==> src/rtl/fp_norm_pkg.sv <==
// Shared rounding-mode codes, FSM states and exponent helpers for the
// floating-point normalise-and-round stage.
package fp_norm_pkg;

    localparam logic [1:0] RND_RNE = 2'b00;
    localparam logic [1:0] RND_RTZ = 2'b01;
    localparam logic [1:0] RND_RUP = 2'b10;
    localparam logic [1:0] RND_RDN = 2'b11;

    typedef enum logic [2:0] {
        ST_IDLE,
        ST_RSHIFT,
        ST_LSHIFT,
        ST_ROUND,
        ST_POSTNORM,
        ST_DONE
    } state_t;

    function automatic logic [31:0] exp_all_ones(input int exp_w);
        return (32'd1 << exp_w) - 32'd1;
    endfunction

    // Largest biased exponent of a finite number.
    function automatic logic [31:0] max_finite(input int exp_w);
        return exp_all_ones(exp_w) - 32'd1;
    endfunction

endpackage

==> src/rtl/fp_lzc.sv <==
// Leading-zero counter; returns W when the input is all zeros.
module fp_lzc #(
    parameter int W  = 24,
    parameter int CW = $clog2(W + 1)
) (
    input  logic [W-1:0]  din,
    output logic [CW-1:0] cnt
);

    // Scan upward so the most significant set bit gives the final answer.
    always_comb begin
        cnt = CW'(W);
        for (int i = 0; i < W; i++) begin
            if (din[i]) cnt = CW'(W - 1 - i);
        end
    end

endmodule

==> src/rtl/fp_norm_round_seq.sv <==
// Multi-cycle normalise-and-round stage between the significand adder and
// the result packer, with valid/ready handshakes on both sides.
module fp_norm_round_seq
    import fp_norm_pkg::*;
#(
    parameter int EXP_W      = 8,
    parameter int MAN_W      = 23,
    parameter int SHIFT_STEP = 4
) (
    input  logic             clk,
    input  logic             rst,
    input  logic             in_valid,
    output logic             in_ready,
    input  logic             in_sign,
    input  logic [EXP_W-1:0] in_exp,
    input  logic [MAN_W+1:0] in_frac,
    input  logic [2:0]       in_grs,
    input  logic [1:0]       in_rnd,
    output logic             out_valid,
    input  logic             out_ready,
    output logic             out_sign,
    output logic [EXP_W-1:0] out_exp,
    output logic [MAN_W-1:0] out_frac,
    output logic             out_zero,
    output logic             out_ovf,
    output logic             out_unf,
    output logic             out_inexact
);

    localparam int FW = MAN_W + 2;
    localparam int XW = EXP_W + 1;
    localparam int LW = $clog2(MAN_W + 2);
    localparam logic [EXP_W-1:0] EXP_ONES_E = EXP_W'(exp_all_ones(EXP_W));
    localparam logic [EXP_W-1:0] EXP_MAXF_E = EXP_W'(max_finite(EXP_W));
    localparam logic [XW-1:0]    EXP_ONES_X = {1'b0, EXP_ONES_E};

    function automatic logic round_inc(input logic [1:0] rnd, input logic sign,
                                       input logic lsb, input logic g,
                                       input logic r, input logic s);
        case (rnd)
            RND_RNE: return g & (r | s | lsb);
            RND_RUP: return (g | r | s) & ~sign;
            RND_RDN: return (g | r | s) & sign;
            default: return 1'b0;
        endcase
    endfunction

    // Overflow saturates to infinity only when the mode rounds away from zero.
    function automatic logic [EXP_W+MAN_W-1:0] ovf_result(input logic [1:0] rnd,
                                                          input logic sign);
        if ((rnd == RND_RNE) || (rnd == RND_RUP && !sign) || (rnd == RND_RDN && sign))
            return {EXP_ONES_E, {MAN_W{1'b0}}};
        return {EXP_MAXF_E, {MAN_W{1'b1}}};
    endfunction

    state_t           state_q, state_d;
    logic             in_ready_q, in_ready_d;
    logic             out_valid_q, out_valid_d;
    logic             out_sign_q, out_sign_d;
    logic [EXP_W-1:0] out_exp_q, out_exp_d;
    logic [MAN_W-1:0] out_frac_q, out_frac_d;
    logic             out_zero_q, out_zero_d;
    logic             out_ovf_q, out_ovf_d;
    logic             out_unf_q, out_unf_d;
    logic             out_inexact_q, out_inexact_d;

    logic             sign_q, sign_d;
    logic [1:0]       rnd_q, rnd_d;
    logic [XW-1:0]    exp_q, exp_d;
    logic [FW-1:0]    frac_q, frac_d;
    logic             g_q, g_d, r_q, r_d, s_q, s_d;
    logic             inexact_q, inexact_d;

    logic             done_en, done_sign, done_zero, done_ovf, done_unf, done_inexact;
    logic [EXP_W-1:0] done_exp;
    logic [MAN_W-1:0] done_frac;
    logic [LW-1:0]    lz;
    logic [31:0]      k_amt;
    logic [MAN_W+2:0] lsh_out;
    logic [XW-1:0]    lsh_exp, exp_inc;
    logic             rnd_up, rnd_inexact;
    logic [FW-1:0]    rnd_sum;

    fp_lzc #(.W(MAN_W + 1), .CW(LW)) u_lzc (
        .din (frac_q[MAN_W:0]),
        .cnt (lz)
    );

    always_comb begin
        state_d       = state_q;
        in_ready_d    = in_ready_q;
        out_valid_d   = out_valid_q;
        out_sign_d    = out_sign_q;
        out_exp_d     = out_exp_q;
        out_frac_d    = out_frac_q;
        out_zero_d    = out_zero_q;
        out_ovf_d     = out_ovf_q;
        out_unf_d     = out_unf_q;
        out_inexact_d = out_inexact_q;
        sign_d        = sign_q;
        rnd_d         = rnd_q;
        exp_d         = exp_q;
        frac_d        = frac_q;
        g_d           = g_q;
        r_d           = r_q;
        s_d           = s_q;
        inexact_d     = inexact_q;
        done_en       = 1'b0;
        done_sign     = sign_q;
        done_exp      = '0;
        done_frac     = '0;
        done_zero     = 1'b0;
        done_ovf      = 1'b0;
        done_unf      = 1'b0;
        done_inexact  = 1'b0;

        // Left-shift distance is capped so the exponent never drops below 1.
        k_amt = 32'(lz);
        if (k_amt > 32'(SHIFT_STEP)) k_amt = 32'(SHIFT_STEP);
        if (k_amt > 32'(exp_q) - 32'd1) k_amt = 32'(exp_q) - 32'd1;
        lsh_out     = {frac_q[MAN_W:0], g_q, r_q} << k_amt;
        lsh_exp     = exp_q - XW'(k_amt);
        exp_inc     = exp_q + XW'(1);
        rnd_up      = round_inc(rnd_q, sign_q, frac_q[0], g_q, r_q, s_q);
        rnd_inexact = g_q | r_q | s_q;
        rnd_sum     = frac_q + FW'(rnd_up);

        case (state_q)
            ST_IDLE: begin
                if (in_valid && in_ready_q) begin
                    in_ready_d = 1'b0;
                    sign_d     = in_sign;
                    rnd_d      = in_rnd;
                    exp_d      = (in_exp == '0) ? XW'(1) : {1'b0, in_exp};
                    frac_d     = in_frac;
                    {g_d, r_d, s_d} = in_grs;
                    if (in_frac == '0 && in_grs == 3'b000) begin
                        done_en   = 1'b1;
                        done_sign = in_sign;
                        done_zero = 1'b1;
                    end else if (in_frac[MAN_W+1]) begin
                        state_d = ST_RSHIFT;
                    end else if (in_frac[MAN_W]) begin
                        state_d = ST_ROUND;
                    end else begin
                        state_d = ST_LSHIFT;
                    end
                end
            end
            ST_RSHIFT: begin
                frac_d = frac_q >> 1;
                g_d    = frac_q[0];
                r_d    = g_q;
                s_d    = s_q | r_q;
                exp_d  = exp_inc;
                if (exp_inc >= EXP_ONES_X) begin
                    done_en      = 1'b1;
                    {done_exp, done_frac} = ovf_result(rnd_q, sign_q);
                    done_ovf     = 1'b1;
                    done_inexact = 1'b1;
                end else begin
                    state_d = ST_ROUND;
                end
            end
            ST_LSHIFT: begin
                frac_d = {1'b0, lsh_out[MAN_W+2:2]};
                g_d    = lsh_out[1];
                r_d    = lsh_out[0];
                exp_d  = lsh_exp;
                if (lsh_out[MAN_W+2] || lsh_exp == XW'(1)) state_d = ST_ROUND;
            end
            ST_ROUND: begin
                if (rnd_sum[MAN_W+1]) begin
                    frac_d    = rnd_sum;
                    inexact_d = rnd_inexact;
                    state_d   = ST_POSTNORM;
                end else begin
                    // A subnormal that rounds into the hidden bit becomes normal with exp 1.
                    done_en      = 1'b1;
                    done_exp     = rnd_sum[MAN_W] ? exp_q[EXP_W-1:0] : '0;
                    done_frac    = rnd_sum[MAN_W-1:0];
                    done_zero    = ~rnd_sum[MAN_W] && (rnd_sum[MAN_W-1:0] == '0);
                    done_unf     = ~rnd_sum[MAN_W] & rnd_inexact;
                    done_inexact = rnd_inexact;
                end
            end
            ST_POSTNORM: begin
                done_en      = 1'b1;
                done_inexact = inexact_q;
                if (exp_inc >= EXP_ONES_X) begin
                    {done_exp, done_frac} = ovf_result(rnd_q, sign_q);
                    done_ovf     = 1'b1;
                    done_inexact = 1'b1;
                end else begin
                    done_exp  = exp_inc[EXP_W-1:0];
                    done_frac = frac_q[MAN_W:1];
                end
            end
            ST_DONE: begin
                if (out_ready) begin
                    state_d     = ST_IDLE;
                    out_valid_d = 1'b0;
                    in_ready_d  = 1'b1;
                end
            end
            default: state_d = ST_IDLE;
        endcase

        if (done_en) begin
            state_d       = ST_DONE;
            out_valid_d   = 1'b1;
            out_sign_d    = done_sign;
            out_exp_d     = done_exp;
            out_frac_d    = done_frac;
            out_zero_d    = done_zero;
            out_ovf_d     = done_ovf;
            out_unf_d     = done_unf;
            out_inexact_d = done_inexact;
        end
    end

    always_ff @(posedge clk or posedge rst) begin
        if (rst) begin
            state_q       <= ST_IDLE;
            in_ready_q    <= 1'b1;
            out_valid_q   <= 1'b0;
            out_sign_q    <= 1'b0;
            out_exp_q     <= '0;
            out_frac_q    <= '0;
            out_zero_q    <= 1'b0;
            out_ovf_q     <= 1'b0;
            out_unf_q     <= 1'b0;
            out_inexact_q <= 1'b0;
        end else begin
            state_q       <= state_d;
            in_ready_q    <= in_ready_d;
            out_valid_q   <= out_valid_d;
            out_sign_q    <= out_sign_d;
            out_exp_q     <= out_exp_d;
            out_frac_q    <= out_frac_d;
            out_zero_q    <= out_zero_d;
            out_ovf_q     <= out_ovf_d;
            out_unf_q     <= out_unf_d;
            out_inexact_q <= out_inexact_d;
        end
    end

    // Working operand registers are only meaningful after an accept.
    always_ff @(posedge clk) begin
        sign_q    <= sign_d;
        rnd_q     <= rnd_d;
        exp_q     <= exp_d;
        frac_q    <= frac_d;
        g_q       <= g_d;
        r_q       <= r_d;
        s_q       <= s_d;
        inexact_q <= inexact_d;
    end

    assign in_ready    = in_ready_q;
    assign out_valid   = out_valid_q;
    assign out_sign    = out_sign_q;
    assign out_exp     = out_exp_q;
    assign out_frac    = out_frac_q;
    assign out_zero    = out_zero_q;
    assign out_ovf     = out_ovf_q;
    assign out_unf     = out_unf_q;
    assign out_inexact = out_inexact_q;

endmodule

==> config.mk <==
export PLATFORM = sky130hd
export DESIGN_NAME = fp_norm_round_seq
export DESIGN_NICKNAME = d
export VERILOG_FILES = /design/src/rtl/fp_norm_pkg.sv /design/src/rtl/fp_lzc.sv /design/src/rtl/fp_norm_round_seq.sv
export SDC_FILE = /design/constraint.sdc
export NUM_CORES = 1
export LEC_CHECK = 0
export BUFFER_PORTS_ARGS = -buffer_cell sky130_fd_sc_hd__buf_2
export CAP_MARGIN = 10
export CORE_MARGIN = 5
export CORE_UTILIZATION = 60
export DETAILED_ROUTE_END_ITERATION = 10
export PLACE_DENSITY_LB_ADDON = 0.1
export SETUP_SLACK_MARGIN = 0.4
export SLEW_MARGIN = 20
export SYNTH_ARGS = -nofsm -noshare
export SYNTH_HDL_FRONTEND = slang
export SYNTH_SLANG_ARGS = --single-unit
==> constraint.sdc <==
create_clock -name clk -period 6.26 [get_ports clk]
set_input_delay 1.252 -clock clk [delete_from_list [all_inputs] [get_ports clk]]
set_output_delay 1.252 -clock clk [all_outputs]
set_load 0.03 [all_outputs]
==> qor.log, run 1 <==
[run_status] result of the run completed
[place] HPWL after detailed placement 19490 µm
[sta] measured slew at the worst slew-check pin 0.8966 ns
[sta] final setup violating endpoints 0
[route] post-detailed-route wirelength per cell 25.01 µm
[sta] ratio of final minimum period to clock period 88.62%
[route] post-detailed-routing wire length 25940 µm
[worst_hold_path] worst min-delay path class flop to flop
[route] initial DRC count 1177
[grt] gr usage total 35.96%
[route] Initial DRT Pass Iterations 6
[grt] total overflow reported by the global router 0
[grt] largest net degree at the start of global routing 42
[logic_synthesis] proportion of synthesized chip area in sequential cells 31.68%
[clocking] number of gates resized after CTS 0
[place] standard cell area after detailed placement 7486 µm²
[power_and_ir_drop] overall power 1.204 mW
[logic_synthesis] mean post-synth cell area 8.358 µm²
[sta] Total Neg Setup Slack 0 ns
[die] number of placement rows 39
[final_layout] fraction of final layout cells sized beyond drive strength 1 17.34%
[worst_setup_path] data arrival time of the critical path 5.83 ns
[sta] RSZ-0062 raised after global routing no
[grt] initial antenna violation count 0
[die] starting utilization of the core area 61.91%
[worst_setup_path] Data required, critical path 6.54 ns
[route] number of vias per cell 7.170
[place] PortBufs 80
[grt] vias in the first global route 6894
[clocking] clock sinks 82
[route] total DRC errors in the routed layout 0
[worst_setup_path] Crit. End Element flop
[place] Setup Slack @ Placement 0.9281 ns
[logic_synthesis] number of synthesized register bits 82
[final_layout] fill cell count 905
[worst_setup_path] type of origin of the critical path flop
[worst_setup_path] maximum net fanout on the critical path 19
[worst_setup_path] Critical Setup Path Class flop to flop
[clocking] Bufs on Longest Clock Path 2
[sta] final critical-path setup slack 0.7122 ns
[die] Top-Level Pins 81
[power_and_ir_drop] Static Leak 3.049 nW
[logic_synthesis] Synth async-reset ratio 50.00%
[die] full die area 14160 µm²
[sta] post-route clock skew 0.01219 ns
[worst_setup_path] register-to-register setup slack 0.71 ns
[place] placer's final routability congestion estimate 1.057
[logic_synthesis] number of instances in the synthesized netlist 853
[sta] final count of pins violating max slew 0
[logic_synthesis] number of flops mapped to enable cells by yosys 41
[final_layout] cell area after layout 7809 µm²
[logic_synthesis] Distinct cells, synth 82
[die] Placeable Area 11520 µm²
[sta] Max Clock Freq 180.3 MHz
[clocking] CTS HTree Levels 3
[clocking] clock transition at the registers of the reported paths 0.07 ns
[clocking] postcts setup bufs 0
[sta] max_slew headroom 39.67%
[clocking] clock buffer count from CTS 9
[route] routed via count 7435
[clocking] CTS Hold Bufs 0
[power_and_ir_drop] maximum ir drop on the vdd rail 0.1252 mV
[final_layout] final layout net count 950
[grt] first-pass GRT wire length 39680 µm
[sta] shortest clock period the worst path allows after layout 5.548 ns
[final_layout] Diodes inserted 0
[clocking] CTS tree built
[logic_synthesis] Netlist Area Pre-Place 7129 µm²
[die] die outline height 119.0 µm
[die] die boundary width 119.0 µm
[route] remaining antenna violation count after routing 0
[sta] number of hold-slack violations in the final timing report 0
[clocking] CTS root buf clkbuf_16
[clocking] Clk Latency, worst-skew pair 0.36 ns
[final_layout] final core occ 67.81%
[job] number of max-cap violations 0
[logic_synthesis] commonest register cell after synthesis edfxtp_1
[logic_synthesis] yosys synthesis warning count 0
[power_and_ir_drop] power per cell area 154.1 nW/µm²
[final_layout] Area Overhead vs Synth 9.530%
[worst max-delay path, cell delays in order, from the launching register on]
cell,delay [ns]
edfxtp_1,0.56
inv_1,0.30
ha_1,0.30
nand2_1,0.09
xor2_1,0.17
ha_1,0.34
and3_1,0.18
a311oi_1,0.33
o21ai_0,0.32
nor3_1,0.28
a21o_1,0.59
inv_2,0.08
ha_1,0.34
nor2b_1,0.15
o21ai_0,0.18
nand2b_1,0.12
nand2_1,0.08
nand2_1,0.08
a211oi_1,0.40
xnor2_1,0.21
nand4_1,0.15
a31oi_1,0.20
[layer usage]
layer,share of wire (%),GRT usage [%]
met4,4.6,14.63
met3,13,10.52
met5,0,0
met2,44,53.90
met1,39,48.82
[flip-flops by register name, indices dropped and copies added (netlist names), 2 cells and up]
register,flops
state_q,3
out_frac,23
rnd_q,2
out_exp,8
frac_q,25
exp_q,9
[metrics by stage]
stage,instances,hold WS [ns]
finish,1037,0.4788
global route,1037,0.5064
CTS,1037,0.4800
detailed placement,1021,0.4664
global placement,1021,0.4561
floorplan,854,0.4556
[cell type report]
class | instances | area [µm²] | area share (%)
multi-input cells | 684 | 4481 | 57.38
flip-flops and latches | 82 | 2258 | 28.92
repair buffers | 92 | 490.5 | 6.281
clock buffers | 10 | 250.2 | 3.205
well taps | 143 | 178.9 | 2.291
inverters | 20 | 81.33 | 1.041
clock inverters | 6 | 68.82 | 0.8813
[synthesized netlist by cell type, drive strengths merged, types with 6 or more instances]
library cell | number | share of area (%)
buf | 29 | 2.6
mux2i | 39 | 5.5
o221ai | 7 | 0.86
xnor2 | 19 | 2.3
a22oi | 10 | 1.1
xor2 | 21 | 2.6
a221o | 12 | 1.7
o21ai | 57 | 4.1
and3 | 17 | 1.5
nand2b | 8 | 0.70
nand2 | 106 | 5.7
inv | 19 | 1.1
o211ai | 7 | 0.74
dfrtp | 40 | 14
nand4 | 6 | 0.53
mux2 | 16 | 2.5
edfxtp | 41 | 17
nor2 | 84 | 4.7
a21oi | 68 | 5.1
a211oi | 15 | 1.7
nor3 | 23 | 1.9
clkbuf | 39 | 2.1
nand3 | 35 | 2.6
a221oi | 18 | 2.3
ha | 17 | 3.0
nor4 | 16 | 1.6
nor2b | 8 | 0.70
[report_power, final]
group          internal [mW]  switching, mW  total (mW)
clock                  0.337          0.245       0.582
combinational         0.0225         0.0324      0.0549
sequential             0.566              0       0.566
[kinds of logic (layout without fill, tap and decap cells)]
kind of cell | Yosys count | count (layout) | synth area share [%]
other | 2 | 3 | 0.1053
DFF | 82 | 82 | 31.68
muxes | 55 | 55 | 8.003
and+or+nand+nor | 321 | 321 | 21.92
AOI/OAI and AO/OA | 247 | 247 | 24.27
xor gates and xnor gates | 40 | 40 | 4.914
adders and majority gates | 18 | 18 | 3.264
buffers and inverters | 88 | 128 | 5.844
[layout by cell type, fill, tap and decap left out, drive strengths merged, types with 5 or more instances in the layout]
cell      n
a221o    12
a221oi   18
xnor2    19
nand4     6
a211oi   15
a22oi    10
nor4     16
ha       17
and2      5
o21ai    57
o211ai    7
inv      22
buf      92
mux2i    39
mux2     16
edfxtp   41
nor2b     8
nor3     23
or4       5
a21oi    68
dfrtp    40
nand3    35
a311oi    5
clkbuf   10
and3     17
nor2     84
nand2   106
nand2b    8
o221ai    7
a31oi     5
xor2     21
[final timing paths]
check,from,cells past startpoint,endpoint
hold reg to reg,out_ovf,2,out_ovf
max in group asynchronous,rst,3,in_ready
setup / recovery,exp_q[0],21,state_q[0]
setup reg to reg,exp_q[0],21,state_q[0]
min in group asynchronous,rst,3,out_frac[9]
hold / removal,out_ovf,2,out_ovf
No activity file was read; power rests on OpenSTA's default activity.
==> run 2: changes to the inputs <==
- CORE_UTILIZATION: 60 -> 61
- SYNTH_HIERARCHICAL: unset -> 1
==> run 2 against run 1 <==
  * Core utilization up 0.15 points
  * Clock skew rose by 0.0026 ns
  * Synthesized cell count increased by 4.8%
  * Cell area is 4.5% higher
  * Critical endpoint unchanged
  * Largest cell class unchanged
==> qor.log, run 2 <==
[die] number of placement rows 40 [was 39]
[logic_synthesis] Distinct cells, synth 81 [was 82]
[final_layout] final layout net count 998 [was 950]
[route] routed via count 7796 [was 7435]
[route] initial DRC count 1280 [was 1177]
[job] number of max-cap violations 0 [unchanged]
[logic_synthesis] number of instances in the synthesized netlist 894 [was 853]
[route] number of vias per cell 7.172 [was 7.170]
[place] HPWL after detailed placement 19640 µm [was 19490 µm]
[worst_setup_path] data arrival time of the critical path 5.80 ns [was 5.83 ns]
[grt] largest net degree at the start of global routing 45 [was 42]
[place] PortBufs 80 [unchanged]
[clocking] clock transition at the registers of the reported paths 0.06 ns [was 0.07 ns]
[die] Top-Level Pins 81 [unchanged]
[grt] total overflow reported by the global router 0 [unchanged]
[worst_setup_path] maximum single-stage delay on the critical path 0.58 ns [was 0.59 ns]
[worst_hold_path] endpoint of the worst hold-timing path out_exp[7] [was out_ovf]
[final_layout] most frequent cells in the layout nand2_1, nor2_1, o21ai_0 [was nand2_1, nor2_1, buf_2]
[sta] Total Neg Setup Slack 0 ns [unchanged]
[worst_setup_path] cell with the most instances on the worst path a21oi_1
[route] post-detailed-route wirelength per cell 24.67 µm [was 25.01 µm]
[grt] initial antenna violation count 0 [unchanged]
[worst_setup_path] endpoint of the most critical register-to-register path state_q[0] [unchanged]
[route] total DRC errors in the routed layout 0 [unchanged]
[logic_synthesis] leading cell types by total area after synthesis edfxtp_1, dfrtp_1, mux2i_1 [unchanged]
[clocking] Clk Latency, worst-skew pair 0.36 ns [about the same]
[clocking] clock sinks 82 [unchanged]
[logic_synthesis] mean post-synth cell area 8.340 µm² [was 8.358 µm²]
[worst_setup_path] count of cell instances traversed by the critical path 24 [was 21]
[route] remaining antenna violation count after routing 0 [unchanged]
[logic_synthesis] number of flops mapped to enable cells by yosys 41 [unchanged]
[logic_synthesis] most numerous cell in the Yosys netlist nand2_1 [unchanged]
[sta] measured slew at the worst slew-check pin 1.018 ns [was 0.8966 ns]
[run_status] result of the run completed [unchanged]
[worst_setup_path] Data required, critical path 6.52 ns [was 6.54 ns]
[final_layout] max FFs per register 25 [unchanged]
[logic_synthesis] post-synth top area share 16.51% [was 17.27%]
[grt] first-pass GRT wire length 42340 µm [was 39680 µm]
[sta] shortest clock period the worst path allows after layout 5.537 ns [was 5.548 ns]
[clocking] CTS root buf clkbuf_16 [unchanged]
[clocking] postcts setup bufs 0 [unchanged]
[worst_hold_path] Min-Delay Startpoint out_exp[7] [was out_ovf]
[place] placer's final routability congestion estimate 1.042 [was 1.057]
[logic_synthesis] Synth async-reset ratio 50.00% [unchanged]
[logic_synthesis] yosys synthesis warning count 6 [was 0]
[sta] Max Clock Freq 180.6 MHz [was 180.3 MHz]
[die] die outline height 120.6 µm [was 119.0 µm]
[die] Placeable Area 12010 µm² [was 11520 µm²]
[sta] ratio of final minimum period to clock period 88.46% [was 88.62%]
[logic_synthesis] proportion of synthesized chip area in sequential cells 30.29% [was 31.68%]
[grt] vias in the first global route 7345 [was 6894]
[worst_setup_path] family of cells with the greatest summed delay on the critical path compound AO/OA/AOI/OAI gates [unchanged]
[final_layout] Area Overhead vs Synth 9.481% [was 9.530%]
[sta] post-route clock skew 0.01479 ns [was 0.01219 ns]
[worst_setup_path] type of origin of the critical path flop [unchanged]
[clocking] Bufs on Longest Clock Path 2 [unchanged]
[final_layout] Diodes inserted 0 [unchanged]
[die] full die area 14530 µm² [was 14160 µm²]
[worst_setup_path] cell depth of the worst flop-to-flop path 24 [was 21]
[final_layout] fraction of final layout cells sized beyond drive strength 1 16.91% [was 17.34%]
[logic_synthesis] commonest register cell after synthesis edfxtp_1 [unchanged]
[worst_setup_path] Max stage delay cell, worst path edfxtp_1 [was a21o_1]
[worst_setup_path] Crit. End Element flop [unchanged]
[sta] final setup violating endpoints 0 [unchanged]
[clocking] clock buffer count from CTS 9 [unchanged]
[sta] RSZ-0062 raised after global routing no [unchanged]
[worst_hold_path] Hold Crit Depth 2 [unchanged]
[worst_setup_path] Critical Setup Path Class flop to flop [unchanged]
[clocking] CTS tree built [unchanged]
[die] die boundary width 120.6 µm [was 119.0 µm]
[sta] final count of pins violating max slew 0 [unchanged]
[worst_setup_path] maximum net fanout on the critical path 25 [was 19]
[route] Initial DRT Pass Iterations 6 [unchanged]
[final_layout] most common library cell in the layout ignoring fill and taps nand2_1 [unchanged]
[logic_synthesis] Netlist Area Pre-Place 7456 µm² [was 7129 µm²]
[sta] max_slew headroom 31.87% [was 39.67%]
[grt] gr usage total 37.42% [was 35.96%]
[worst_hold_path] worst min-delay path class flop to flop [unchanged]
[final_layout] largest register by flop count frac_q [unchanged]
[worst_setup_path] Worst R2R Start frac_q[7] [was exp_q[0]]
[worst_setup_path] register-to-register setup slack 0.72 ns [was 0.71 ns]
[clocking] CTS HTree Levels 3 [unchanged]
[logic_synthesis] number of synthesized register bits 82 [unchanged]
[die] starting utilization of the core area 62.07% [was 61.91%]
[worst_setup_path] crit path buf inv count 2 [unchanged]
[logic_synthesis] largest area contributor in the netlist edfxtp_1 [unchanged]
[route] post-detailed-routing wire length 26820 µm [was 25940 µm]
[logic_synthesis] most frequent cells after synthesis nand2_1, nor2_1, o21ai_0 [was nand2_1, nor2_1, a21oi_1]
[sta] number of hold-slack violations in the final timing report 0 [unchanged]
[clocking] CTS Hold Bufs 0 [unchanged]
[worst_setup_path] cells traversed along the worst timing path or4_1 -> o21ai_1 -> nand3_1 -> a21boi_1 -> nor3_2 -> and2_1 -> ha_1 -> nand2b_1 -> a21oi_1 -> o21a_1 -> nand2_4 -> mux2_4 -> clkinv_4 -> ha_1 -> inv_1 -> fa_1 -> a21o_1 -> a21oi_1 -> o21ai_0 -> a21o_1 -> a21oi_1 -> xnor2_1 -> nand4_1 -> a31oi_1 [was inv_1 -> ha_1 -> nand2_1 -> xor2_1 -> ha_1 -> and3_1 -> a311oi_1 -> o21ai_0 -> nor3_1 -> a21o_1 -> inv_2 -> ha_1 -> nor2b_1 -> o21ai_0 -> nand2b_1 -> nand2_1 -> nand2_1 -> a211oi_1 -> xnor2_1 -> nand4_1 -> a31oi_1]
run 2: cell count changes in the layout (fill, tap and decap cells not counted), moves of 6 or more:
cell,before,now
a221oi_1,17,2
nand2_1,104,113
a21oi_1,62,31
mux2i_1,39,54
mux2_2,16,8
o2111ai_1,4,16
o221ai_1,7,1
mux4_2,0,7
a31oi_1,5,13
o21ai_0,52,86
or3_1,0,7
buf_4,12,22
and3_1,17,7
run 2: stage by stage:
stage	instance area (µm²)	util (%)	hold WS, ns	cells	setup slack, ns
4_1_cts	8148	67.83	0.4847	1087	0.5894
5_1_grt	8163	67.96	0.5030	1087	0.4173
3_3_place_gp	7853	65.38	0.4527	1071	0.8121
2_1_floorplan	7463	-	0.4521	896	1.229
6_report	8163	67.96	0.4787	1087	0.7227
3_5_place_dp	7853	65.38	0.4648	1071	0.5942
run 2: layout make-up:
| class | count | area, µm² |
|---|---|---|
| inverter | 24 | 116.4 |
| sequential | 82 | 2258 |
| clock inverter | 4 | 28.78 |
| multi-input combinational | 716 | 4743 |
| clock buffer | 12 | 266.5 |
| fill | 986 | 3849 |
| tap | 147 | 183.9 |
| timing repair buffer | 102 | 565.5 |
run 2: worst max-delay path by stage:
stage | startpoint | to
floorplan | rnd_q[1] | frac_q[0]
global placement | frac_q[8] | exp_q[8]
detailed placement | frac_q[8] | state_q[0]
CTS | frac_q[8] | state_q[0]
global route | frac_q[2] | state_q[0]
finish | frac_q[7] | state_q[0]
run 2: layer usage:
layer,vias up,GRT usage [%],part of all wire (%)
li1,3406,-,-
met4,0,13.24,3.5
met1,3633,54.29,40
met2,674,54.59,43
met3,83,8.840,14
met5,-,0,0
run 2: cells by family after synthesis:
group | after synthesis | share of synthesized area [%]
muxes | 71 | 10.98
other | 2 | 0.1007
DFF | 82 | 30.29
and+or+nand+nor | 317 | 19.57
AOI/OAI and AO/OA | 264 | 24.25
buffers and inverters | 98 | 6.662
xor gates and xnor gates | 40 | 4.699
adders and majority gates | 20 | 3.457
run 2: timing repair:
action / in CTS / in global routing
resized for setup: 0 / 2
hold endpoints to repair: 0 / 0
endpoints found under the setup margin: 0 / 2
run 2: worst min-delay path, stage by stage (launching register included):
cell and delay [ns]:
dfrtp_1 0.34, nand2_1 0.05, nand2_1 0.05
Power of run 2 is not shown: default switching activity piles up to over one toggle a cycle in this logic, so the estimate is an artifact.
==> run 3: changes to the inputs <==
- CORE_UTILIZATION: 61 -> 65
- clock period: 6.26 -> 6.7 ns (I/O delays scaled with it)
==> run 3 against run 2 <==
  * Register-to-register slack hardly changed
  * Routed wire length is 2.3% higher
  * Critical path depth fell by 1
  * Via count is 2.1% higher
  * Non-clock buffer count is 1 higher
  * Sequential share of layout area grew 0.060 points
  * Clock skew shrank 0.0046 ns
  * Final cell count decreased by 0.28%
  * Cell area is 0.21% lower
  * Worst setup slack improved by 0.015 ns
  * Die area shrank 5.6%
  * Global-route usage is 3.7 points higher
  * Highest routed layer unchanged
==> qor.log, run 3 (synthesis results as in run 2) <==
[grt] initial antenna violation count 0 [unchanged]
[sta] final setup violating endpoints 0 [unchanged]
[route] initial DRC count 1202 [was 1280]
[die] Top-Level Pins 81 [unchanged]
[worst_setup_path] Crit. End Element flop [unchanged]
[worst_setup_path] cell depth of the worst flop-to-flop path 23 [was 24]
[final_layout] fraction of final layout cells sized beyond drive strength 1 16.68% [was 16.91%]
[die] full die area 13710 µm² [was 14530 µm²]
[worst_setup_path] maximum net fanout on the critical path 25 [unchanged]
[clocking] number of gates resized after CTS 0 [unchanged]
[place] HPWL after detailed placement 20040 µm [was 19640 µm]
[sta] RSZ-0062 raised after global routing no [unchanged]
[clocking] clock buffer count from CTS 9 [unchanged]
[worst_hold_path] worst min-delay path class flop to flop [unchanged]
[place] placer's final routability congestion estimate 1.070 [was 1.042]
[worst_setup_path] Critical Setup Path Class flop to flop [unchanged]
[route] remaining antenna violation count after routing 0 [unchanged]
[clocking] Bufs on Longest Clock Path 2 [unchanged]
[sta] Total Neg Setup Slack 0 ns [unchanged]
[sta] max_slew headroom 31.90% [was 31.87%]
[clocking] postcts setup bufs 0 [unchanged]
[sta] measured slew at the worst slew-check pin 1.011 ns [was 1.018 ns]
[worst_setup_path] type of origin of the critical path flop [unchanged]
[die] Placeable Area 11320 µm² [was 12010 µm²]
[final_layout] most frequent cells in the layout nand2_1, nor2_1, o21ai_0 [unchanged]
[run_status] result of the run completed [unchanged]
[grt] vias in the first global route 7490 [was 7345]
[die] starting utilization of the core area 65.86% [was 62.07%]
[grt] gr usage total 41.08% [was 37.42%]
[clocking] clock transition at the registers of the reported paths 0.07 ns [was 0.06 ns]
[sta] post-route clock skew 0.01021 ns [was 0.01479 ns]
[sta] Max Clock Freq 167.7 MHz [was 180.6 MHz]
[sta] number of hold-slack violations in the final timing report 0 [unchanged]
[final_layout] max FFs per register 25 [unchanged]
[clocking] CTS Hold Bufs 0 [unchanged]
[sta] shortest clock period the worst path allows after layout 5.962 ns [was 5.537 ns]
[final_layout] Area Overhead vs Synth 9.246% [was 9.481%]
[grt] total overflow reported by the global router 0 [unchanged]
[route] Initial DRT Pass Iterations 8 [was 6]
[final_layout] largest register by flop count frac_q [unchanged]
[place] PortBufs 80 [unchanged]
[job] number of max-cap violations 0 [unchanged]
[worst_setup_path] data arrival time of the critical path 6.04 ns [was 5.80 ns]
[sta] final count of pins violating max slew 0 [unchanged]
[clocking] CTS root buf clkbuf_16 [unchanged]
[final_layout] most common library cell in the layout ignoring fill and taps nand2_1 [unchanged]
[route] routed via count 7958 [was 7796]
[clocking] CTS HTree Levels 3 [unchanged]
[clocking] clock sinks 82 [unchanged]
[route] total DRC errors in the routed layout 0 [unchanged]
[worst_hold_path] Hold Crit Depth 2 [unchanged]
[final_layout] final layout net count 999 [was 998]
[route] post-detailed-route wirelength per cell 25.30 µm [was 24.67 µm]
[die] number of placement rows 39 [was 40]
[clocking] Clk Latency, worst-skew pair 0.35 ns [was 0.36 ns]
[final_layout] Diodes inserted 0 [unchanged]
[route] number of vias per cell 7.341 [was 7.172]
[clocking] CTS tree built [unchanged]
[die] die outline height 117.1 µm [was 120.6 µm]
[sta] ratio of final minimum period to clock period 88.99% [was 88.46%]
[grt] first-pass GRT wire length 42780 µm [was 42340 µm]
[worst_setup_path] Data required, critical path 6.78 ns [was 6.52 ns]
[die] die boundary width 117.1 µm [was 120.6 µm]
[grt] largest net degree at the start of global routing 45 [unchanged]
[route] post-detailed-routing wire length 27430 µm [was 26820 µm]
==> run 3: worst max-delay path: stages, from the launching register on <==
cell      delay, ns
edfxtp_1       0.61
nor4_1         0.46
nand3_1        0.16
a31oi_1        0.18
nor2_1         0.06
nor3_1         0.66
nand2_1        0.19
ha_1           0.22
nand2b_1       0.13
a21oi_1        0.20
o21a_1         0.22
nand2_4        0.09
mux2_4         0.43
clkinv_4       0.24
ha_1           0.19
inv_1          0.05
fa_1           0.40
a21o_1         0.20
a21oi_1        0.23
o21ai_0        0.16
a21o_1         0.20
a21oi_1        0.16
xnor2_1        0.17
o32ai_1        0.10
==> run 3: cell type report <==
class                           instances  area (µm²)
Clock buffer                            9       225.2
Clock inverter                          7       61.31
Fill cell                             893        3176
Inverter                               24       116.4
Multi-Input combinational cell        716        4732
Sequential cell                        82        2258
Tap cell                              143       178.9
Timing Repair Buffer                  103       573.1
==> run 3: per-layer routing <==
layer	global-route usage, %	share of wire (%)
met5	0	0
met4	14.07	3.4
met3	11.57	15
met2	61.89	44
met1	57.16	37
==> run 3: worst paths after layout <==
| check | startpoint | endpoint | slack, ns |
|---|---|---|---|
| min in group asynchronous | rst | out_exp[4] | 1.13 |
| hold reg to reg | in_ready | in_ready | 0.48 |
| setup / recovery | frac_q[8] | exp_q[8] | 0.74 |
| setup reg to reg | frac_q[8] | exp_q[8] | 0.74 |
| max in group asynchronous | rst | out_frac[18] | 5.19 |
| hold / removal | in_ready | in_ready | 0.48 |
==> run 3: through the flow <==
stage                     util, %  setup WS (ns)  cell area, µm²  instances  hold slack, ns
final                       71.95         0.7375            8145       1084          0.4780
after global routing        71.95         0.4363            8145       1084          0.4968
after CTS                   71.92         0.9055            8142       1084          0.4786
after detailed placement    69.39         0.9133            7855       1068          0.4670
after global placement      69.39          1.188            7855       1068          0.4515
after floorplan                 -          1.669            7463        896          0.4521
Power of run 3 is left out for the same reason.
